$ cat src/rtl/key_entry_buffer_if.sv
// ---------------------------------------------------------------------------
// key_entry_buffer_if
//
// Purpose: bundles the keypad-side strobes and the entry-buffer results into
// one interface, so the keypad decoder, the entry buffer and the alarm/time
// registers all share a single connection.
//
// Parameters:
//   DIGITS   number of digit slots held by the buffer
//   DIGIT_W  bits per digit
//
// Signals:
//   key_valid      keypad -> buffer   1-cycle strobe, key holds a new keypress
//   key            keypad -> buffer   key code, 0-9 are digits
//   key_clear      keypad -> buffer   1-cycle strobe, discard the entry
//   key_bksp       keypad -> buffer   1-cycle strobe, delete the last digit
//   key_enter      keypad -> buffer   1-cycle strobe, commit the entry
//   key_buffer     buffer -> consumer digit 0 (LS slice) is the last digit typed
//   digit_count    buffer -> consumer number of valid digits, 0..DIGITS
//   entry_busy     buffer -> consumer high while an entry is in progress
//   entry_done     buffer -> consumer 1-cycle pulse, commit accepted
//   entry_timeout  buffer -> consumer 1-cycle pulse, entry abandoned by timeout
//   entry_err      buffer -> consumer 1-cycle pulse, commit rejected
//
// Modports:
//   master  keypad/test side (drives the strobes, observes the results)
//   slave   the entry buffer itself
// ---------------------------------------------------------------------------
interface key_entry_buffer_if #(
    parameter int DIGITS  = 4,
    parameter int DIGIT_W = 4
);

    localparam int CNT_W = $clog2(DIGITS + 1);

    logic                      key_valid;
    logic [DIGIT_W-1:0]        key;
    logic                      key_clear;
    logic                      key_bksp;
    logic                      key_enter;
    logic [DIGITS*DIGIT_W-1:0] key_buffer;
    logic [CNT_W-1:0]          digit_count;
    logic                      entry_busy;
    logic                      entry_done;
    logic                      entry_timeout;
    logic                      entry_err;

    modport master (
        output key_valid, key, key_clear, key_bksp, key_enter,
        input  key_buffer, digit_count, entry_busy, entry_done,
               entry_timeout, entry_err
    );

    modport slave (
        input  key_valid, key, key_clear, key_bksp, key_enter,
        output key_buffer, digit_count, entry_busy, entry_done,
               entry_timeout, entry_err
    );

endinterface

$ cat src/rtl/key_entry_buffer.sv
// ---------------------------------------------------------------------------
// key_entry_buffer
//
// Purpose: keypad digit-entry buffer for alarm/time setting. Decoded digits
// shift in from the right (newest digit in the LS slice); backspace, clear,
// enter-commit and an inactivity timeout are supported. Downstream alarm/time
// registers load key_buffer when entry_done pulses.
//
// Parameters:
//   DIGITS       number of digit slots (>= 2)
//   DIGIT_W      bits per digit (>= 4 so codes 0-9 fit)
//   TIMEOUT_CYC  idle clock cycles in ENTRY before the entry is abandoned (>= 2)
//
// Ports:
//   clock    in  single clock, all logic on posedge
//   reset_n  in  asynchronous active-low reset
//   kbd      key_entry_buffer_if.slave (strobes in, buffer/count/pulses out;
//            the interface must use the same DIGITS/DIGIT_W)
//
// Optional feature (macro TIME_RANGE_CHECK_EN, requires DIGITS == 4):
//   enter is only accepted when the buffer holds a full, valid HH:MM
//   (hour <= 23, minute <= 59); otherwise entry_err pulses and the entry
//   stays open. Without the macro entry_err is tied low and enter in ENTRY
//   always commits.
//
// Event resolution: one event per cycle, clear > enter > bksp > digit.
// In IDLE only clear and digit are recognised; enter/bksp there are treated
// as absent, so a digit arriving with them still opens an entry.
// ---------------------------------------------------------------------------
module key_entry_buffer #(
    parameter int DIGITS      = 4,
    parameter int DIGIT_W     = 4,
    parameter int TIMEOUT_CYC = 2560
) (
    input logic               clock,
    input logic               reset_n,
    key_entry_buffer_if.slave kbd
);

    localparam int CNT_W = $clog2(DIGITS + 1);
    localparam int TMR_W = $clog2(TIMEOUT_CYC);
    localparam int BUF_W = DIGITS * DIGIT_W;

    localparam logic [TMR_W-1:0]   TMR_LAST = TMR_W'(TIMEOUT_CYC - 1);
    localparam logic [CNT_W-1:0]   CNT_FULL = CNT_W'(DIGITS);
    localparam logic [CNT_W-1:0]   CNT_ONE  = CNT_W'(1);
    localparam logic [DIGIT_W-1:0] KEY_MAX  = DIGIT_W'(9);

    typedef enum logic {
        IDLE  = 1'b0,
        ENTRY = 1'b1
    } state_e;

    state_e           state_q, state_d;
    logic [BUF_W-1:0] keyBuf_q, keyBuf_d;
    logic [CNT_W-1:0] digitCnt_q, digitCnt_d;
    logic [TMR_W-1:0] timer_q, timer_d;
    logic             done_q, done_d;
    logic             timeout_q, timeout_d;
`ifdef TIME_RANGE_CHECK_EN
    logic             err_q, err_d;
    logic             timeValid;
`endif

    logic             isDigit;
    logic [BUF_W-1:0] bufShiftIn;
    logic [BUF_W-1:0] bufShiftOut;
    logic [BUF_W-1:0] bufFirst;

    // A keypress only counts as a digit when the code is 0-9; other codes
    // are dropped without touching state or timer.
    assign isDigit = kbd.key_valid && (kbd.key <= KEY_MAX);

    // Candidate buffer values: new digit enters on the right (oldest falls
    // off the left), backspace shifts right with zero fill, and the first
    // digit of an entry replaces whatever value was left from before.
    assign bufShiftIn  = {keyBuf_q[BUF_W-DIGIT_W-1:0], kbd.key};
    assign bufShiftOut = {{DIGIT_W{1'b0}}, keyBuf_q[BUF_W-1:DIGIT_W]};
    assign bufFirst    = {{(BUF_W-DIGIT_W){1'b0}}, kbd.key};

`ifdef TIME_RANGE_CHECK_EN
    // HH:MM check on the four held digits. Only digits 0-9 can ever be
    // shifted in, so the minute units digit is always in range and the
    // checks reduce to the tens digits.
    logic [DIGIT_W-1:0] hourTens, hourUnits, minTens;
    assign hourTens  = keyBuf_q[4*DIGIT_W-1:3*DIGIT_W];
    assign hourUnits = keyBuf_q[3*DIGIT_W-1:2*DIGIT_W];
    assign minTens   = keyBuf_q[2*DIGIT_W-1:DIGIT_W];
    assign timeValid = (digitCnt_q == CNT_FULL)
                     && ((hourTens < DIGIT_W'(2))
                         || ((hourTens == DIGIT_W'(2)) && (hourUnits <= DIGIT_W'(3))))
                     && (minTens <= DIGIT_W'(5));
`endif

    // State register: everything observable is registered here, so each
    // event shows on the outputs one clock after its strobe is sampled.
    always_ff @(posedge clock or negedge reset_n) begin
        if (!reset_n) begin
            state_q    <= IDLE;
            keyBuf_q   <= '0;
            digitCnt_q <= '0;
            timer_q    <= '0;
            done_q     <= 1'b0;
            timeout_q  <= 1'b0;
`ifdef TIME_RANGE_CHECK_EN
            err_q      <= 1'b0;
`endif
        end else begin
            state_q    <= state_d;
            keyBuf_q   <= keyBuf_d;
            digitCnt_q <= digitCnt_d;
            timer_q    <= timer_d;
            done_q     <= done_d;
            timeout_q  <= timeout_d;
`ifdef TIME_RANGE_CHECK_EN
            err_q      <= err_d;
`endif
        end
    end

    // Next-state logic. The timer counts idle cycles in ENTRY; any accepted
    // event clears it, and an event on the final timer cycle beats the
    // timeout because it is checked first.
    always_comb begin
        state_d    = state_q;
        keyBuf_d   = keyBuf_q;
        digitCnt_d = digitCnt_q;
        timer_d    = timer_q;
        done_d     = 1'b0;
        timeout_d  = 1'b0;
`ifdef TIME_RANGE_CHECK_EN
        err_d      = 1'b0;
`endif

        case (state_q)
            IDLE: begin
                timer_d = '0;
                if (kbd.key_clear) begin
                    keyBuf_d   = '0;
                    digitCnt_d = '0;
                end else if (isDigit) begin
                    keyBuf_d   = bufFirst;
                    digitCnt_d = CNT_ONE;
                    state_d    = ENTRY;
                end
            end

            ENTRY: begin
                timer_d = timer_q + 1'b1;
                if (kbd.key_clear) begin
                    keyBuf_d   = '0;
                    digitCnt_d = '0;
                    timer_d    = '0;
                    state_d    = IDLE;
                end else if (kbd.key_enter) begin
                    timer_d = '0;
`ifdef TIME_RANGE_CHECK_EN
                    if (timeValid) begin
                        done_d  = 1'b1;
                        state_d = IDLE;
                    end else begin
                        err_d   = 1'b1;
                    end
`else
                    done_d  = 1'b1;
                    state_d = IDLE;
`endif
                end else if (kbd.key_bksp) begin
                    keyBuf_d   = bufShiftOut;
                    digitCnt_d = digitCnt_q - 1'b1;
                    timer_d    = '0;
                    if (digitCnt_q == CNT_ONE) begin
                        state_d = IDLE;
                    end
                end else if (isDigit) begin
                    keyBuf_d = bufShiftIn;
                    timer_d  = '0;
                    if (digitCnt_q != CNT_FULL) begin
                        digitCnt_d = digitCnt_q + 1'b1;
                    end
                end else if (timer_q == TMR_LAST) begin
                    keyBuf_d   = '0;
                    digitCnt_d = '0;
                    timer_d    = '0;
                    timeout_d  = 1'b1;
                    state_d    = IDLE;
                end
            end

            default: begin
                state_d = IDLE;
            end
        endcase
    end

    assign kbd.key_buffer    = keyBuf_q;
    assign kbd.digit_count   = digitCnt_q;
    assign kbd.entry_busy    = (state_q == ENTRY);
    assign kbd.entry_done    = done_q;
    assign kbd.entry_timeout = timeout_q;
`ifdef TIME_RANGE_CHECK_EN
    assign kbd.entry_err     = err_q;
`else
    assign kbd.entry_err     = 1'b0;
`endif

endmodule

$ cat src/flat_wrapper.sv
// flat-port wrapper written by rule: the top's interface ports become plain ports
module key_entry_buffer_flat 
#(
    parameter int DIGITS      = 4,
    parameter int DIGIT_W     = 4,
    parameter int TIMEOUT_CYC = 2560
)
  (clock, reset_n, kbd_key_valid, kbd_key, kbd_key_clear, kbd_key_bksp, kbd_key_enter, kbd_key_buffer, kbd_digit_count, kbd_entry_busy, kbd_entry_done, kbd_entry_timeout, kbd_entry_err);
  key_entry_buffer_if #(.DIGITS(DIGITS), .DIGIT_W(DIGIT_W)) kbd_i ();
  input logic clock;
  input logic reset_n;
  input wire logic [$bits(kbd_i.key_valid)-1:0] kbd_key_valid;
  input wire logic [$bits(kbd_i.key)-1:0] kbd_key;
  input wire logic [$bits(kbd_i.key_clear)-1:0] kbd_key_clear;
  input wire logic [$bits(kbd_i.key_bksp)-1:0] kbd_key_bksp;
  input wire logic [$bits(kbd_i.key_enter)-1:0] kbd_key_enter;
  output wire logic [$bits(kbd_i.key_buffer)-1:0] kbd_key_buffer;
  output wire logic [$bits(kbd_i.digit_count)-1:0] kbd_digit_count;
  output wire logic [$bits(kbd_i.entry_busy)-1:0] kbd_entry_busy;
  output wire logic [$bits(kbd_i.entry_done)-1:0] kbd_entry_done;
  output wire logic [$bits(kbd_i.entry_timeout)-1:0] kbd_entry_timeout;
  output wire logic [$bits(kbd_i.entry_err)-1:0] kbd_entry_err;
  assign kbd_i.key_valid = kbd_key_valid;
  assign kbd_i.key = kbd_key;
  assign kbd_i.key_clear = kbd_key_clear;
  assign kbd_i.key_bksp = kbd_key_bksp;
  assign kbd_i.key_enter = kbd_key_enter;
  assign kbd_key_buffer = kbd_i.key_buffer;
  assign kbd_digit_count = kbd_i.digit_count;
  assign kbd_entry_busy = kbd_i.entry_busy;
  assign kbd_entry_done = kbd_i.entry_done;
  assign kbd_entry_timeout = kbd_i.entry_timeout;
  assign kbd_entry_err = kbd_i.entry_err;
  key_entry_buffer #(.DIGITS(DIGITS), .DIGIT_W(DIGIT_W), .TIMEOUT_CYC(TIMEOUT_CYC)) u_core (.clock(clock), .reset_n(reset_n), .kbd(kbd_i));
endmodule
$ cat config.mk
export PLATFORM = sky130hd
export DESIGN_NAME = key_entry_buffer_flat
export DESIGN_NICKNAME = d
export VERILOG_FILES = /design/src/rtl/key_entry_buffer_if.sv /design/src/rtl/key_entry_buffer.sv /design/src/flat_wrapper.sv
export SDC_FILE = /design/constraint.sdc
export NUM_CORES = 1
export LEC_CHECK = 0
export ABC_AREA = 1
export CAP_MARGIN = 20
export CORE_AREA = 3 3 81 83
export DETAILED_ROUTE_END_ITERATION = 10
export DIE_AREA = 0 0 84 86
export SYNTH_ARGS = -nofsm -noshare
export SYNTH_HDL_FRONTEND = slang
export SYNTH_SLANG_ARGS = --single-unit
$ cat constraint.sdc
create_clock -name clock -period 1.5 [get_ports clock]
set_clock_uncertainty 0.1 [all_clocks]
set_input_delay 0.45 -clock clock [delete_from_list [all_inputs] [get_ports clock]]
set_output_delay 0.45 -clock clock [all_outputs]
set_load 0.02 [all_outputs]
### Word-level counts from Yosys, hierarchy flattened

Cells that the tools add are included.
W data, S select, Z words.

* input port bits: 10
* register bits after elaboration: 34
* output and inout port bits: 23

* $add $sub $neg: 3
* eq/ne operators: 7
* mux-type cells: 41
* reduce and logical (&&, ||, !) cells: 3
* order comparisons: 1
* bitwise gates (word level): 1

Operators by type and width (number)
* $mux W16: 7
* $mux W12: 5
* $pmux W16 S2: 1
* $mux W3: 8
* $pmux W12 S2: 1
* $mux W1: 17
* $add A12 B1 Y12 const B: 1
* $eq A12 B12 Y1 const B: 1
* $ne A5 B5 Y1 const B: 2
* $ne A3 B3 Y1 const B: 2
* $pmux W3 S2: 1
* $le A4 B4 Y1 const B: 1
* $reduce_and A4 Y1: 1
* $add A3 B1 Y3 const B: 1
* $eq A3 B1 Y1 const B: 1
* $ne A3 B2 Y1 const B: 1
* $reduce_and A3 Y1: 1
* $sub A3 B1 Y3 const B: 1
* $pmux W1 S2: 1
* $logic_and A1 B1 Y1: 1
* $not A1 Y1: 1

### Logic depth before layout (Yosys ltp)

Gate-level depths: netlist of run 1.

* word-level depth: 7
* gate-level depth with buffers: 9
* gate-level depth less buffers: 9

### Worst setup path before layout of run 1

No wires, ideal clock.

* path type: reg-to-reg
* start point: register u_core.digitCnt_q[0], in the netlist u_core.kbd.digit_count[0]
* end point: register u_core.digitCnt_q[1], in the netlist u_core.kbd.digit_count[1]
* slack: -0.108 ns
* required time: 1.282 ns
* setup time: 0.118 ns
* cell stages (with the launch flop): 8
* clock period less this slack: 1.608 ns
* data arrival time: 1.390 ns
* cell sequence: dfrtp_1 inv_1 ha_1 or2_2 nand3_1 a21oi_1 nand4_1 nand2_1

* longest elaborated chain between the ends: 7
* elaborated cells on any way between the ends: 11
* classes of those cells: 2 x add/sub; 2 x eq/ne; 6 x mux; 1 x reduce/logical

Ends and longest elaborated chain
* start, declared: line key_entry_buffer.sv:56 `logic [CNT_W-1:0] digitCnt_q, digitCnt_d;`
* start signal, assigned: line key_entry_buffer.sv:111 `digitCnt_q <= digitCnt_d;`
* $add A3 B1 Y3: line key_entry_buffer.sv:179 `digitCnt_d = digitCnt_q + 1'b1;`
* $mux W3: line key_entry_buffer.sv:178 `if (digitCnt_q != CNT_FULL) begin`
* $mux W3: line key_entry_buffer.sv:175 `end else if (isDigit) begin`
* $mux W3: line key_entry_buffer.sv:168 `end else if (kbd.key_bksp) begin`
* $mux W3: line key_entry_buffer.sv:155 `end else if (kbd.key_enter) begin`
* $mux W3: line key_entry_buffer.sv:150 `if (kbd.key_clear) begin`
* $pmux W3 S2: line key_entry_buffer.sv:135 `case (state_q)`

Parallel ways exist; a longest one is shown, timed or not. The select of a mux whose other input is x is not followed.
A chain may end at the register's enable or synchronous reset.

### Worst setup path after layout of run 1

* start point: register u_core.timer_q[0]
* end point: register u_core.keyBuf_q[12], in the netlist u_core.kbd.key_buffer[12]

* longest elaborated chain between the ends: 3

Ends and longest elaborated chain
* start, declared: line key_entry_buffer.sv:57 `logic [TMR_W-1:0] timer_q, timer_d;`
* start signal, assigned: line key_entry_buffer.sv:112 `timer_q <= timer_d;`
* $eq A12 B12 Y1: line key_entry_buffer.sv:181 `end else if (timer_q == TMR_LAST) begin`
* $ne A5 B5 Y1 (no source line)
* $reduce_and A3 Y1 (no source line)
* end signal, assigned: line key_entry_buffer.sv:110 `keyBuf_q <= keyBuf_d;`
* end, declared: line key_entry_buffer.sv:55 `logic [BUF_W-1:0] keyBuf_q, keyBuf_d;`

No other way between the ends.

==> results of run 1 <==
-- sequential cells by signal, summed over array words and instances (netlist names) --
| name | cells |
|---|---|
| u_core.kbd.entry_done | 1 |
| u_core.kbd.key_buffer | 16 |
| u_core.kbd.entry_busy | 1 |
| u_core.timer_q | 12 |
| u_core.kbd.digit_count | 3 |
| u_core.kbd.entry_timeout | 1 |
-- critical path: stages, from the launching register on --
cell     delay [ps]
dfrtp_1         360
ha_2            190
nand2_2          60
inv_2            80
nand4_4         130
nand2_4         110
nand2_8          90
buf_12          160
nand2_2          40
o21ai_1          50
-- power breakdown --
group	switching, mW	internal (mW)
clock	0.347	0.532
sequential	0.0165	0.942
combinational	0.317	0.268
total	0.680	1.74
-- cells by family (layout without fill, tap and decap cells) --
family                   count (synthesis)  in the layout
adder cells (fa/ha/maj)                  5              5
flip-flops                              34             34
buffers and inverters                   31            144
AND/OR/NAND/NOR                        146            147
other                                    1              1
XOR/XNOR                                 4              4
AO/OA/AOI/OAI                           34             34
-- final timing paths --
kind	to	slack, ps	cells after the start
min in group clock	u_core.timer_q[0]$_DFF_PN0_	440	2
max reg2reg	u_core.kbd.key_buffer[12]$_DFFE_PN0P_	-0.4	9
max	u_core.kbd.key_buffer[12]$_DFFE_PN0P_	-0.4	9
max in group asynchronous	u_core.kbd.entry_busy$_DFF_PN0_	660	2
min	u_core.kbd.key_buffer[0]$_DFFE_PN0P_	430	2
min reg2reg	u_core.timer_q[0]$_DFF_PN0_	440	2
-- layout by cell type, fill, tap and decap left out, types with 4 or more instances in the layout --
| master | synthesis | routed |
|---|---|---|
| o21ai_0 | 11 | 7 |
| nand2_1 | 81 | 60 |
| buf_12 | 0 | 4 |
| inv_1 | 21 | 16 |
| nand3_2 | 1 | 5 |
| nand2_4 | 3 | 11 |
| clkbuf_8 | 0 | 6 |
| o21ai_1 | 3 | 6 |
| clkdlybuf4s15_2 | 0 | 4 |
| nand3_1 | 10 | 5 |
| nand2_2 | 8 | 20 |
| buf_4 | 1 | 73 |
| dfrtp_1 | 34 | 31 |
| nor2_4 | 1 | 4 |
| nor2_2 | 1 | 5 |
| nor3_1 | 6 | 5 |
| buf_6 | 1 | 6 |
| nor2_1 | 25 | 18 |
| buf_2 | 3 | 16 |
| dlygate4sd2_1 | 0 | 4 |
| inv_2 | 0 | 5 |
| o21ai_2 | 8 | 8 |
-- per-stage QoR --
| step | power, mW | cell area [sq um] |
|---|---|---|
| floorplan | 1.191 | 2033 |
| detailed placement | 1.434 | 2880 |
| finish | 2.423 | 3354 |
| global placement | 1.431 | 2880 |
| global route | 2.525 | 3354 |
| CTS | 2.411 | 3261 |
-- final cells by class --
class / instances / share of cell area [%]
clock inverters: 1 / 0.8952
inverters: 22 / 2.686
well taps: 75 / 2.797
flip-flops and latches: 34 / 25.48
multi-input cells: 191 / 37.41
clock buffers: 6 / 2.462
repair buffers: 115 / 28.27
-- metal layers --
metal	wire [microns]	global-route usage, %	vias up
met5	0	0	-
met4	129	5.263	0
met3	234	3.458	13
met2	3036	29.21	51
met1	2538	20.07	1027
li1	-	-	1040
-- timing repair --
item	CTS	global route
resized for setup	116	57
setup endpoints to repair	55	46
setup buffers	16	7
gates cloned	2	1
hold endpoints to repair	0	0
pin swaps	13	19
==> flow_metrics.py, run 1 <==
metrics = {
    "worst_setup_path": {
        "cp-end-kind": "flop",
        "timing.rr.start": "u_core.timer_q[0]$_DFF_PN0_",
        "crit_path_start": "u_core.timer_q[0]$_DFF_PN0_",
        "crit_type": "flop to flop",
        "crit_arrival_ps": 1570,
        "worstPathMaxFanout": 7,
        "crit_path_start_kind": "flop",
        "critPathRequiredTime_ps": 1570,
    },
    "flow_run": {
        "maxCapViolations": 0,
    },
    "global_routing": {
        "grt_first_pass_wirelength_mm": 9.680,
        "grt_pass1_vias": 2139,
        "grt_antenna_before_repair": 0,
        "grt-ovfl-total": 0,
        "grt_max_degree": 35,
        "gr-usage-all-layers_pct": 16.49,
    },
    "synth": {
        "yosys.area_share.simple_pct": 34.34,
        "synth_top_family_by_area": "simple AND/OR/NAND/NOR gates",
        "synth-edff-count": 0,
        "ys_top_cells_by_area": "dfrtp_1 42%, nand2_1 15%, nor2_1 4.6%",
        "synthMuxAreaShare_pct": 0,
        "ys_types": 40,
        "synth_compound_area_share_pct": 11.51,
        "synth_fp_nets": 270,
        "async_flop_share_pct": 100.0,
        "synth-xor-area-share_pct": 1.733,
        "netlist_top_cells_count": "81 x nand2_1, 34 x dfrtp_1, 25 x nor2_1, 21 x inv_1, 11 x o21ai_0",
        "netlist_instances": 255,
        "ys_seq_area_share_pct": 42.08,
        "yosys_warnings": 0,
        "synthAdderAreaFrac_pct": 3.094,
        "post-synth-top-area-cell": "dfrtp_1",
        "synthFlopType": "dfrtp_1",
        "synth_top_cell_area_share_pct": 42.08,
        "syn_area_sq_um": 2022,
        "synth_seq_cells": 34,
        "avgSynthCellArea_sq_um": 7.929,
        "yosysMostFrequentCell": "nand2_1",
    },
    "clocking": {
        "cts_tree": "yes",
        "cts_sinks": 34,
        "clkTransAtPathRegs_ps": 80,
        "cts_root_buf": "clkbuf_8",
        "cts-buffers-inserted": 5,
        "postCtsHoldBufs": 0,
        "htreeDepth": 2,
        "cts_buffer_depth": 2,
        "worstSkewPairLatency_ps": 290,
    },
    "final_layout": {
        "multi_input_area_sq_um": 1255,
        "fin_nets": 384,
        "regArea_sq_um": 854.6,
        "antenna_cells": 0,
        "post-route-util_pct": 56.66,
        "final_cells": 444,
        "fillers": 523,
        "area_growth_pct": 65.90,
        "final_layout_size_suffix_gt1_share_pct": 52.30,
    },
    "place": {
        "gp_congestion": 0.8598,
        "pre_cts_slack_ps": -607.0,
        "port_buffers": 31,
        "dp_cells": 414,
        "dp_hpwl_mm": 3.827,
    },
    "timing": {
        "fin_crit_sh_pct": 100.0,
        "rsz0062_at_grt": "yes",
        "tns_ps": -0.5747,
        "min_period_ps": 1500,
        "slew_viol_final": 0,
        "final-setup-viol-count": 2,
        "hold_viol_final": 0,
        "timing.fmax_ghz": 0.6665,
        "timing.final.ws_setup_ps": -0.3915,
        "fin_hold_ws_ps": 434.0,
    },
    "power": {
        "pwr_density_cell_nw_per_um2": 722.2,
        "power_leakage_nw": 1.718,
        "vdd_ir_drop_max_mv": 0.4061,
    },
    "floorplan": {
        "boundaryPins": 33,
        "dieArea_sq_um": 7224,
        "die_x_microns": 84,
        "initial_core_util_pct": 34.15,
        "core_area_sq_um": 5921,
        "num_rows": 28,
        "die_y_microns": 86,
    },
    "routing": {
        "drt_iter0_drc": 110,
        "vias_per_cell": 4.800,
        "wire_per_inst_microns": 13.38,
        "wl_mm": 5.939,
        "num_vias": 2131,
        "firstDrtPassIters": 4,
        "drt_drc_violations_left": 0,
        "detail-route-antenna-nets": 0,
    },
    "run_status": {
        "run_status": "finished with violations",
        "violations": "setup timing",
    },
    "hold_path": {
        "hold_class": "primary input to asynchronous set/reset pin",
    },
}
Note: power is estimated with default switching activity, not from simulation.
==> run 2, diff against run 1 <==
--- a/config.mk
+++ b/config.mk
@@ -7,9 +7,10 @@
 export LEC_CHECK = 0
 export ABC_AREA = 1
 export CAP_MARGIN = 20
-export CORE_AREA = 3 3 81 83
+export CORE_AREA = 3 3 69 71
 export DETAILED_ROUTE_END_ITERATION = 10
-export DIE_AREA = 0 0 84 86
+export DIE_AREA = 0 0 72 74
+export PLACE_DENSITY = 0.75
 export SYNTH_ARGS = -nofsm -noshare
 export SYNTH_HDL_FRONTEND = slang
 export SYNTH_SLANG_ARGS = --single-unit
==> run 2 against run 1 <==
  * Flip-flop and latch count unchanged
  * Core utilization rose by 17 points
  * Combinational power decreased by 11%
  * Die area shrank 26%
  * The flow still finishes with violations (setup timing)
  * First-iteration DRC count up 21%
  * Clock power is 17% higher
  * Sequential share of layout area increased by 1.5 points
  * Critical path depth stayed put
  * Worst hold slack worse by 12 ps
  * Global-route usage grew 4.6 points
  * Wire length is 0.86% higher
  * Cell count fell by 8.1%
==> flow_metrics.py, run 2 (synthesis results as in run 1) <==
metrics = {
    "place": {
        "port_buffers": 31,
        "dp_hpwl_mm": 3.686,
        "gp_congestion": 0.9111,
        "pre_cts_slack_ps": -590.8,
    },
    "worst_setup_path": {
        "crit_type": "primary input to flop",
        "crit_arrival_ps": 1690,
        "cp_cell_sequence": "dlygate4sd2_1 -> nor2_4 -> nand2_4 -> a21oi_4 -> nand2_4 -> buf_6 -> buf_6 -> nand4_1 -> nand2_1",
        "cp-end-kind": "flop",
        "r2r_end": "u_core.kbd.key_buffer[12]$_DFFE_PN0P_",
        "crit_path_start_kind": "primary input",
        "critPathRequiredTime_ps": 1580,
        "worstPathMaxFanout": 4,
        "timing.rr.start": "u_core.timer_q[1]$_DFF_PN0_",
        "slowest_stage": "dlygate4sd2_1",
        "worstRegToRegCells": 9,
        "ff2ff_setup_slack_ps": -90,
        "critPathMaxStageDelay_ps": 300,
    },
    "clocking": {
        "clkTransAtPathRegs_ps": 80,
        "cts_buffer_depth": 2,
        "cts_sinks": 34,
        "htreeDepth": 2,
        "cts_tree": "yes",
        "worstSkewPairLatency_ps": 290,
        "cts_root_buf": "clkbuf_8",
        "postCtsHoldBufs": 0,
        "cts-buffers-inserted": 5,
    },
    "timing": {
        "rsz0062_at_grt": "yes",
        "final-setup-viol-count": 20,
        "fin_crit_sh_pct": 107.0,
        "slew_viol_final": 0,
        "timing.final.ws_setup_ps": -105.0,
        "min_period_ps": 1605,
        "hold_viol_final": 0,
        "timing.fmax_ghz": 0.6230,
    },
    "floorplan": {
        "boundaryPins": 33,
        "core_area_sq_um": 4294,
        "die_x_microns": 72,
        "num_rows": 24,
        "die_y_microns": 74,
        "dieArea_sq_um": 5328,
        "initial_core_util_pct": 47.09,
    },
    "power": {
        "power_leakage_nw": 1.652,
        "vdd_ir_drop_max_mv": 0.4842,
        "pwr_density_cell_nw_per_um2": 791.2,
    },
    "final_layout": {
        "layout_common_cells": "66 x nand2_1, 59 x buf_4, 31 x dfrtp_1",
        "post-route-util_pct": 73.81,
        "largest_reg_flops": 16,
        "fin_nets": 370,
        "final_layout_size_suffix_gt1_share_pct": 46.35,
        "layout_commonest_cell": "nand2_1",
        "antenna_cells": 0,
        "area_growth_pct": 56.75,
        "regArea_sq_um": 854.6,
        "fillers": 297,
        "multi_input_area_sq_um": 1209,
    },
    "global_routing": {
        "grt_first_pass_wirelength_mm": 8.832,
        "grt-ovfl-total": 0,
        "grt_pass1_vias": 2018,
        "grt_antenna_before_repair": 0,
        "grt_max_degree": 35,
        "gr-usage-all-layers_pct": 21.09,
    },
    "run_status": {
        "violations": "setup timing",
        "run_status": "finished with violations",
    },
    "routing": {
        "num_vias": 2146,
        "drt_drc_violations_left": 0,
        "detail-route-antenna-nets": 0,
        "wire_per_inst_microns": 14.68,
        "drt_iter0_drc": 133,
        "wl_mm": 5.990,
        "firstDrtPassIters": 4,
        "vias_per_cell": 5.260,
    },
    "flow_run": {
        "maxCapViolations": 0,
    },
    "hold_path": {
        "hold_class": "primary input to asynchronous set/reset pin",
    },
}
run 2: cell types whose count changed in the layout (fill, tap and decap cells not counted), moves of 3 or more:
| cell | delta |
|---|---|
| nand3_2 | -3 |
| nor2_2 | -3 |
| o21ai_1 | -3 |
| buf_4 | -14 |
| nand2_1 | +6 |
| nor2_1 | +4 |
| nand3_1 | +3 |
| nand2_2 | -5 |
run 2: area by class of cell:
class	count	share of cell area, %
multi-input combinational	191	38.14
timing repair buffer	101	25.86
clock buffer	5	2.171
inverter	22	2.645
clock inverter	3	2.171
tap	52	2.053
sequential	34	26.96
run 2: power breakdown:
part           internal, mW  switching, mW
Combinational         0.224          0.295
Clock                 0.666          0.364
Sequential            0.942         0.0171
Total                  1.83          0.676
run 2: timing repair:
action | CTS | global route
setup buffers | 5 | 4
cloned | 0 | 2
hold endpoints to repair | 0 | 0
pin swaps | 6 | 13
gates resized for setup | 94 | 52
setup endpoints to repair | 55 | 37
run 2: how the worst max path moves through the flow:
stage,start,to,slack [ps],cells after the start
2_1_floorplan,u_core.kbd.digit_count[0]$_DFFE_PN0P_,u_core.kbd.digit_count[1]$_DFFE_PN0P_,-20,7
3_3_place_gp,kbd_key_clear,u_core.kbd.key_buffer[0]$_DFFE_PN0P_,-550,9
3_5_place_dp,kbd_key_clear,u_core.timer_q[2]$_DFF_PN0_,-590,6
4_1_cts,u_core.timer_q[10]$_DFF_PN0_,u_core.kbd.key_buffer[12]$_DFFE_PN0P_,-20,9
5_1_grt,u_core.timer_q[1]$_DFF_PN0_,u_core.kbd.key_buffer[12]$_DFFE_PN0P_,-170,9
6_report,kbd_key_clear,u_core.kbd.digit_count[2]$_DFFE_PN0P_,-110,9
run 2: through the flow:
step                instances  area (sq um)  setup TNS [ps]  power, mW  hold WS, ps
floorplan                 255          2033          -21.71      1.191        54.41
global placement          390          2831          -16070      1.419        410.3
detailed placement        390          2831          -17570      1.425        424.1
CTS                       403          3030          -107.3      2.451        432.2
global route              408          3169           -3119      2.600        439.3
finish                    408          3169           -1154      2.508        421.6
run 2: critical path: cells and delay by family:
family                 cells  cell delay (ps)
AO/OA/AOI/OAI              1              150
buffers and inverters      3              540
AND/OR/NAND/NOR            5              530
run 2: routing by layer:
metal  wire, microns  global-route usage [%]
met1            2461                   26.01
met2            3027                   36.02
met3             287                   4.189
met4             212                   9.395
met5               0                       0
